--- src/rtl/mmio_sig_unit_if.sv ---
// Core store port plus signature stream and status of mmio_sig_unit.
// Latency: none (wires only). Backpressure: sig_ready from the consumer holds the stream head.
// Ports: master = core/test host side, slave = mmio_sig_unit.
//   dmem_wr_addr/dmem_wr_data/dmem_wr_en : core store (master -> slave)
//   mem_wr_en                            : main-memory write enable (slave -> master)
//   sig_valid/sig_data/sig_ready         : signature word stream
//   sig_count/overflow/halt_req/done     : status (slave -> master)
interface mmio_sig_unit_if #(
  parameter int FIFO_DEPTH = 8
) ();
  localparam int CW = $clog2(FIFO_DEPTH) + 1;

  logic [31:0]   dmem_wr_addr;
  logic [31:0]   dmem_wr_data;
  logic          dmem_wr_en;
  logic          mem_wr_en;
  logic          sig_valid;
  logic [31:0]   sig_data;
  logic          sig_ready;
  logic [CW-1:0] sig_count;
  logic          overflow;
  logic          halt_req;
  logic          done;

  modport master (
    output dmem_wr_addr, dmem_wr_data, dmem_wr_en, sig_ready,
    input  mem_wr_en, sig_valid, sig_data, sig_count, overflow, halt_req, done
  );

  modport slave (
    input  dmem_wr_addr, dmem_wr_data, dmem_wr_en, sig_ready,
    output mem_wr_en, sig_valid, sig_data, sig_count, overflow, halt_req, done
  );
endinterface

--- src/rtl/mmio_sig_unit.sv ---
// Test-host MMIO peripheral: splits core stores into memory writes, signature words and halt.
// Latency: mem_wr_en combinational; a signature word appears on sig_data one cycle after its store.
// Backpressure: sig_ready=0 holds the FIFO head; a push into a full FIFO with no pop is dropped
// and sets the sticky overflow flag.
// Ports: sysclk (clock), rst_in (sync active-high reset), bus (mmio_sig_unit_if.slave).
module mmio_sig_unit #(
  parameter int          FIFO_DEPTH = 8,
  parameter logic [31:0] SIG_ADDR   = 32'hF000_0004,
  parameter logic [31:0] HALT_ADDR  = 32'hCAFE_CAFE,
  parameter logic [31:0] HALT_DATA  = 32'hF000_0000
) (
  input logic            sysclk,
  input logic            rst_in,
  mmio_sig_unit_if.slave bus
);
  localparam int AW = $clog2(FIFO_DEPTH);
  localparam int CW = AW + 1;

  typedef enum logic [1:0] {
    ST_RUN   = 2'd0,
    ST_DRAIN = 2'd1,
    ST_DONE  = 2'd2
  } state_e;

  state_e        state_q,    state_d;
  logic [AW-1:0] wr_ptr_q,   wr_ptr_d;
  logic [AW-1:0] rd_ptr_q,   rd_ptr_d;
  logic [CW-1:0] count_q,    count_d;
  logic          overflow_q, overflow_d;
  logic [31:0]   mem_q [FIFO_DEPTH];

  logic push;
  logic pop;
  logic halt;
  logic full;
  logic wr_ok;

  always_comb begin
    push  = bus.dmem_wr_en && (bus.dmem_wr_addr == SIG_ADDR) && (state_q != ST_DONE);
    halt  = bus.dmem_wr_en && (bus.dmem_wr_addr == HALT_ADDR) && (bus.dmem_wr_data == HALT_DATA);
    pop   = (count_q != '0) && bus.sig_ready;
    full  = (count_q == CW'(FIFO_DEPTH));
    // A simultaneous pop frees the slot, so a push into a full FIFO still lands.
    wr_ok = push && (!full || pop);

    wr_ptr_d = wr_ok ? wr_ptr_q + 1'b1 : wr_ptr_q;
    rd_ptr_d = pop   ? rd_ptr_q + 1'b1 : rd_ptr_q;

    count_d = count_q;
    if (wr_ok && !pop) begin
      count_d = count_q + 1'b1;
    end else if (!wr_ok && pop) begin
      count_d = count_q - 1'b1;
    end

    overflow_d = overflow_q || (push && full && !pop);
  end

  // Halt handshake: DRAIN waits until the FIFO will be empty after this edge
  // with nothing new arriving; DONE is terminal until reset.
  always_comb begin
    state_d = state_q;
    case (state_q)
      ST_RUN: begin
        if (halt) state_d = ST_DRAIN;
      end
      ST_DRAIN: begin
        if (!push && ((count_q == '0) || ((count_q == CW'(1)) && pop))) begin
          state_d = ST_DONE;
        end
      end
      ST_DONE:  state_d = ST_DONE;
      default:  state_d = ST_RUN;
    endcase
  end

  always_ff @(posedge sysclk) begin
    if (rst_in) begin
      state_q    <= ST_RUN;
      wr_ptr_q   <= '0;
      rd_ptr_q   <= '0;
      count_q    <= '0;
      overflow_q <= 1'b0;
    end else begin
      state_q    <= state_d;
      wr_ptr_q   <= wr_ptr_d;
      rd_ptr_q   <= rd_ptr_d;
      count_q    <= count_d;
      overflow_q <= overflow_d;
    end
  end

  // Storage is not reset; sig_valid gates the stale contents.
  always_ff @(posedge sysclk) begin
    if (wr_ok) mem_q[wr_ptr_q] <= bus.dmem_wr_data;
  end

  assign bus.mem_wr_en = bus.dmem_wr_en && (bus.dmem_wr_addr[31:28] == 4'h0);
  assign bus.sig_valid = (count_q != '0);
  assign bus.sig_data  = mem_q[rd_ptr_q];
  assign bus.sig_count = count_q;
  assign bus.overflow  = overflow_q;
  assign bus.halt_req  = (state_q != ST_RUN);
  assign bus.done      = (state_q == ST_DONE);
endmodule
--- src/flat_wrapper.sv ---
// flat-port wrapper written by rule: the top's interface ports become plain ports
module mmio_sig_unit_flat 
#(
  parameter int          FIFO_DEPTH = 8,
  parameter logic [31:0] SIG_ADDR   = 32'hF000_0004,
  parameter logic [31:0] HALT_ADDR  = 32'hCAFE_CAFE,
  parameter logic [31:0] HALT_DATA  = 32'hF000_0000
)
  (sysclk, rst_in, bus_dmem_wr_addr, bus_dmem_wr_data, bus_dmem_wr_en, bus_sig_ready, bus_mem_wr_en, bus_sig_valid, bus_sig_data, bus_sig_count, bus_overflow, bus_halt_req, bus_done);
  mmio_sig_unit_if #(.FIFO_DEPTH(FIFO_DEPTH)) bus_i ();
  input logic sysclk;
  input logic rst_in;
  input wire logic [$bits(bus_i.dmem_wr_addr)-1:0] bus_dmem_wr_addr;
  input wire logic [$bits(bus_i.dmem_wr_data)-1:0] bus_dmem_wr_data;
  input wire logic [$bits(bus_i.dmem_wr_en)-1:0] bus_dmem_wr_en;
  input wire logic [$bits(bus_i.sig_ready)-1:0] bus_sig_ready;
  output wire logic [$bits(bus_i.mem_wr_en)-1:0] bus_mem_wr_en;
  output wire logic [$bits(bus_i.sig_valid)-1:0] bus_sig_valid;
  output wire logic [$bits(bus_i.sig_data)-1:0] bus_sig_data;
  output wire logic [$bits(bus_i.sig_count)-1:0] bus_sig_count;
  output wire logic [$bits(bus_i.overflow)-1:0] bus_overflow;
  output wire logic [$bits(bus_i.halt_req)-1:0] bus_halt_req;
  output wire logic [$bits(bus_i.done)-1:0] bus_done;
  assign bus_i.dmem_wr_addr = bus_dmem_wr_addr;
  assign bus_i.dmem_wr_data = bus_dmem_wr_data;
  assign bus_i.dmem_wr_en = bus_dmem_wr_en;
  assign bus_i.sig_ready = bus_sig_ready;
  assign bus_mem_wr_en = bus_i.mem_wr_en;
  assign bus_sig_valid = bus_i.sig_valid;
  assign bus_sig_data = bus_i.sig_data;
  assign bus_sig_count = bus_i.sig_count;
  assign bus_overflow = bus_i.overflow;
  assign bus_halt_req = bus_i.halt_req;
  assign bus_done = bus_i.done;
  mmio_sig_unit #(.FIFO_DEPTH(FIFO_DEPTH), .SIG_ADDR(SIG_ADDR), .HALT_ADDR(HALT_ADDR), .HALT_DATA(HALT_DATA)) u_core (.sysclk(sysclk), .rst_in(rst_in), .bus(bus_i));
endmodule
--- config.mk ---
export PLATFORM = sky130hd
export DESIGN_NAME = mmio_sig_unit_flat
export DESIGN_NICKNAME = d
export VERILOG_FILES = /design/src/rtl/mmio_sig_unit_if.sv /design/src/rtl/mmio_sig_unit.sv /design/src/flat_wrapper.sv
export SDC_FILE = /design/constraint.sdc
export NUM_CORES = 1
export LEC_CHECK = 0
export CAP_MARGIN = 20
export CELL_PAD_IN_SITES_DETAIL_PLACEMENT = 0
export CELL_PAD_IN_SITES_GLOBAL_PLACEMENT = 1
export CORE_MARGIN = 4
export CORE_UTILIZATION = 55
export CTS_BUF_LIST = sky130_fd_sc_hd__clkbuf_4
export CTS_CLUSTER_DIAMETER = 80
export DETAILED_ROUTE_END_ITERATION = 10
export PLACE_DENSITY_LB_ADDON = 0.1
export RECOVER_POWER = 50
export SLEW_MARGIN = 30
export SYNTH_ARGS = -nofsm -noshare
export SYNTH_HDL_FRONTEND = slang
export SYNTH_SLANG_ARGS = --single-unit
--- constraint.sdc ---
create_clock -name sysclk -period 11.21 [get_ports sysclk]
set_input_delay 1.6815 -clock sysclk [delete_from_list [all_inputs] [get_ports sysclk]]
set_output_delay 1.6815 -clock sysclk [all_outputs]
set_load 0.03 [all_outputs]
==> impl_metrics.tcl, run 1 <==
set metrics [dict create \
    status "completed" \
    max_cap_viol_count 0 \
    place.port_buffers 108 \
    timing.fmax_mhz 188.8 \
    setup_viol 0 \
    cpLargestDelayFamily "buffers and inverters" \
    critPathBufInv 2 \
    drive_above_1_share 0.3218 \
    grt_max_degree 65 \
    synthesis.nets 576 \
    post_drt_wl_per_cell_um 21.99 \
    cp_slowest_cell "buf_4" \
    routed_wl_mm 21.68 \
    arrival_ns 3.61 \
    grt.total_usage 0.2093 \
    fillCellCount 1232 \
    drt_iter0_markers 439 \
    synth-edff-count 256 \
    die_w_um 147.0 \
    placed_cells 858 \
    end_kind "primary output" \
    tightest_slew_ns 1.166 \
    start_util 0.5645 \
    num_vias 5525 \
    firstDrtPassIters 4 \
    cts_hold_buf 0 \
    vias_per_cell 5.603 \
    synth.area.top_cells "edfxtp_1 72%, mux4_2 14%, mux2_2 3.4%, dfxtp_1 3.0%, ha_1 1.3%" \
    antenna_found_initial 2 \
    first_global_vias 6119 \
    cp_cell_sequence "buf_4 > mux4_2 > mux2_2 > clkdlybuf4s50_1" \
    worstSetupStartpointType "flop" \
    post-route-period-util 0.4724 \
    max_slew_margin 0.2158 \
    clock_latency_ns 0.65 \
    cts_resized 0 \
    htreeDepth 3 \
    cts_setup_buffers 0 \
    ys_top_cells_by_count "256 x edfxtp_1, 64 x mux4_2, 32 x mux2_2, 19 x nor2_1, 16 x dfxtp_1" \
    nets 749 \
    rows 50 \
    cts_tree "built" \
    cts.path.max_buffers 3 \
    peakVddDrop_mv 0.08075 \
    max_stage_delay_ns 0.75 \
    synth_top_area_frac 0.7232 \
    grt_pass1_wl_mm 34.20 \
    design_area_mm2 0.01305 \
    synth_most_common_cell "edfxtp_1" \
    root_buffer "clkbuf_4" \
    syn_area_mm2 0.01063 \
    syn_inst 497 \
    pre_cts_ws_ns 6.251 \
    synth-warning-count 0 \
    die_area_mm2 0.02161 \
    clock_skew_ns 0.03801 \
    dp_hpwl_mm 12.75 \
    fin_crit_ns 5.296 \
    p_int_uw 1688 \
    postSynthAreaPerCell_um2 21.39 \
    fin_cells 986 \
    ys_seq_area_frac 0.7534 \
    ys_ff_latch 272 \
    power_density_mw_per_mm2 167.7 \
    slew_violations 0 \
    io_pins 109 \
    whs_ns 0.4759 \
    gr-total-overflow 0 \
    ys_types 32 \
    rsz0062_at_grt "no" \
    crit_fanout 39 \
    placed_area_mm2 0.01215 \
    power.net_switching_uw 501.1 \
    p_sw_frac 0.2289 \
    comb_power_share 0.102 \
    hold_path.class "flop to flop" \
    p_clk_frac 0.382 \
    sequentialPowerShare 0.516 \
    syn2layout_area_growth_pct 22.79 \
    synth_top_area_cell "edfxtp_1" \
    gp_routability_congestion 0.8659 \
    dieHeight_um 147.0 \
    async_reset_ff_frac 0 \
    clk_pin_slew_ns 0.06 \
    fin_ws_ns 5.914 \
    core_region_area_mm2 0.01883 \
    ant_nets 0 \
    critPathKind "flop to primary output" \
    leakagePower_uw 0.004202 \
    synth_ff_type "edfxtp_1" \
    route.detailed.drc 0 \
    crit_required_ns 9.53 \
    hold_violations 0 \
    clock_sinks 272 \
    setup_tns_ns 0 \
    numCtsBuffers 70 \
]
[worst min-delay path, stage by stage (launching register included)]
cell	delay, ns
dfxtp_1	0.31
nand2_1	0.05
a21oi_1	0.07
[state kept, by name, indices dropped and copies added (netlist names), named ones only]
register	count
u_core.bus.overflow	1
u_core.state_q	2
u_core.mem_q	256
u_core.bus.sig_count	4
u_core.wr_ptr_q	3
u_core.rd_ptr_q	3
[power groups by stage]
stage                     Clock [uW]  Sequential, uW  Combinational (uW)
after floorplan                    0            1150                 142
after global placement             0            1150                 224
after detailed placement           0            1150                 228
after CTS                        859            1130                 229
after global routing             931            1130                 239
final                            836            1130                 223
[final cells by class]
type / instances / area (um2) / share of cell area
clock inverters: 19 / 102.6 / 0.007861
multi-input cells: 201 / 2565 / 0.1965
clock buffers: 107 / 803.3 / 0.06155
well taps: 260 / 325.3 / 0.02493
repair buffers: 120 / 1219 / 0.09338
diodes: 2 / 5.005 / 0.0003835
flip-flops and latches: 272 / 8013 / 0.6139
inverters: 5 / 18.77 / 0.001438
[routing by layer]
layer	wire (um)	GRT usage
met1	9132	0.2705
met4	408	0.08574
met3	1337	0.06231
met5	0	0
met2	10800	0.3374
[through the flow]
step / utilization / total power (uW)
floorplan: - / 1288
global placement: 0.6417 / 1376
detailed placement: 0.6454 / 1381
CTS: 0.6936 / 2219
global route: 0.6931 / 2301
finish: 0.6931 / 2189
[cells by family after synthesis]
group / after synthesis / share of synthesized area
buf+inv: 24 / 0.009182
fa+ha+maj: 11 / 0.01295
compound gates: 9 / 0.004943
mux: 100 / 0.1733
simple gates: 75 / 0.04132
xor+xnor: 6 / 0.004944
flops: 272 / 0.7534
[cells in the final DEF (no fill, tap or decap), types with 2 or more instances in the layout]
| cell | instances |
|---|---|
| a21oi_1 | 7 |
| buf_16 | 2 |
| buf_4 | 9 |
| clkbuf_4 | 107 |
| clkdlybuf4s50_1 | 67 |
| clkinv_1 | 12 |
| clkinv_2 | 4 |
| dfxtp_1 | 14 |
| diode_2 | 2 |
| dlygate4sd3_1 | 41 |
| edfxtp_1 | 256 |
| ha_1 | 11 |
| inv_1 | 5 |
| inv_2 | 2 |
| mux2_2 | 32 |
| mux2i_1 | 4 |
| mux4_2 | 64 |
| nand2_1 | 7 |
| nand2b_1 | 8 |
| nand3_1 | 3 |
| nand4_1 | 7 |
| nand4b_1 | 2 |
| nor2_1 | 14 |
| nor2_4 | 5 |
| nor3_1 | 2 |
| nor3_2 | 2 |
| nor4_1 | 11 |
| nor4b_1 | 2 |
| nor4bb_1 | 3 |
| or4_1 | 3 |
| or4b_1 | 2 |
| xor2_1 | 5 |
[worst paths after layout]
check                               start             endpoint  slack [ns]  depth (start not counted)
setup reg to reg  u_core.bus.sig_count[0]  u_core.mem_q[5][23]        7.02                          7
setup / recovery                     flop      bus_sig_data[0]        5.91                          4
hold reg to reg        u_core.rd_ptr_q[1]                 flop        0.48                          2
hold / removal         u_core.rd_ptr_q[1]                 flop        0.48                          2
Note: power is estimated with default switching activity, not from simulation.
==> run 2: changes to the inputs <==
CORE_UTILIZATION = 46   (was 55)
clock period = 4.6 ns   (was 11.21 ns; I/O delays follow)
==> impl_metrics.tcl, run 2 (same netlist as run 1, synthesis figures left out) <==
set metrics [dict create \
    grt_max_degree 43 \
    drive_above_1_share 0.3239 \
    largest-register "u_core.mem_q" \
    rsz0062_at_grt "no" \
    timing.fmax_mhz 252.1 \
    num_vias 5497 \
    cts_tree "built" \
    clock_skew_ns 0.03415 \
    setup_tns_ns 0 \
    grt.total_usage 0.1708 \
    vias_per_cell 5.519 \
    die_area_mm2 0.02560 \
    route.detailed.drc 0 \
    arrival_ns 3.28 \
    die_w_um 160.0 \
    io_pins 109 \
    ant_nets 0 \
    firstDrtPassIters 4 \
    post_drt_wl_per_cell_um 21.53 \
    placed_cells 887 \
    clock_latency_ns 0.65 \
    placed_area_mm2 0.01221 \
    gr-total-overflow 0 \
    place.port_buffers 108 \
    max_slew_margin 0.2011 \
    p_total_uw 5183 \
    dp_hpwl_mm 13.20 \
    syn2layout_area_growth_pct 22.26 \
    max_cap_viol_count 0 \
    cts_setup_buffers 0 \
    clk_pin_slew_ns 0.06 \
    nets 753 \
    r2r_setup_slack_ns 0.88 \
    drt_iter0_markers 293 \
    end_kind "primary output" \
    cts.path.max_buffers 3 \
    worstSetupStartpointType "flop" \
    crit_required_ns 3.91 \
    crit_fanout 31 \
    tightest_slew_ns 1.198 \
    grt_pass1_wl_mm 33.50 \
    numCtsBuffers 70 \
    pre_cts_ws_ns 0.9092 \
    design_area_mm2 0.01300 \
    antenna_found_initial 1 \
    htreeDepth 3 \
    routed_wl_mm 21.45 \
    clock_sinks 272 \
    hold_violations 0 \
    final_cell_mix "256 x edfxtp_1, 103 x clkbuf_4, 69 x clkdlybuf4s50_1" \
    post-route-period-util 0.8623 \
    slew_violations 0 \
    fin_cells 996 \
    status "completed" \
    start_util 0.4680 \
    rows 55 \
    gp_routability_congestion 0.8124 \
    first_global_vias 6111 \
    fin_ws_ns 0.6334 \
    dieHeight_um 160.0 \
    peakVddDrop_mv 0.2201 \
    largest_reg_flops 256 \
    critPathKind "flop to primary output" \
    fin_crit_ns 3.967 \
    setup_viol 0 \
    leakagePower_uw 0.004149 \
    power_density_mw_per_mm2 398.8 \
    hold_path.class "flop to flop" \
    cts_hold_buf 0 \
    cts_resized 0 \
    root_buffer "clkbuf_4" \
    core_region_area_mm2 0.02271 \
    final_common_cell "edfxtp_1" \
]
[run 2: changes by cell type in the layout (fill, tap and decap cells not counted), sizes merged]
cell	delta
clkdlybuf4s50	+2
clkinv	-14
clkbuf	-2
bufinv	-1
diode	-1
clkinvlp	+1
dlygate4sd3	-2
buf	+2
[run 2: power by group]
group          switching [uW]  internal, uW
registers                42.0          2710
clock network             876          1010
logic                     260           283
total                    1180          4000
[run 2: worst paths after layout]
path | startpoint | endpoint | cells past startpoint
worst max-delay path | flop | bus_sig_data[30] | 4
worst max register to register | u_core.bus.sig_count[0] | u_core.mem_q[5][2] | 7
worst min register to register | u_core.bus.overflow | u_core.bus.overflow | 2
worst min-delay path | u_core.bus.overflow | u_core.bus.overflow | 2
[run 2: per-layer routing]
layer / global-route usage / share of wire / up-vias
met1: 0.2197 / 0.43 / 2791
met3: 0.04490 / 0.067 / 39
met5: 0 / 0 / -
met2: 0.2786 / 0.49 / 203
met4: 0.07118 / 0.022 / 0
li1: - / - / 2464
[run 2: final cells by class]
| type | count | area (um2) |
|---|---|---|
| fill | 1722 | 9714 |
| sequential | 272 | 8016 |
| multi-input combinational | 201 | 2572 |
| timing repair buffer | 124 | 1231 |
| clock buffer | 103 | 773.2 |
| tap | 285 | 356.6 |
| clock inverter | 5 | 23.77 |
| inverter | 5 | 18.77 |
| antenna | 1 | 2.502 |
[run 2: worst max-delay path: stages (launching register included)]
cell and delay, ns:
dfxtp_4 0.75, buf_4 0.43, mux4_2 0.55, mux2_2 0.29, clkdlybuf4s50_1 0.60
[run 2: metrics by stage]
stage | util | hold WS [ns]
detailed placement | 0.5376 | 0.4566
floorplan | - | 0.4467
global route | 0.5722 | 0.5177
finish | 0.5722 | 0.4685
global placement | 0.5375 | 0.4564
CTS | 0.5727 | 0.4782
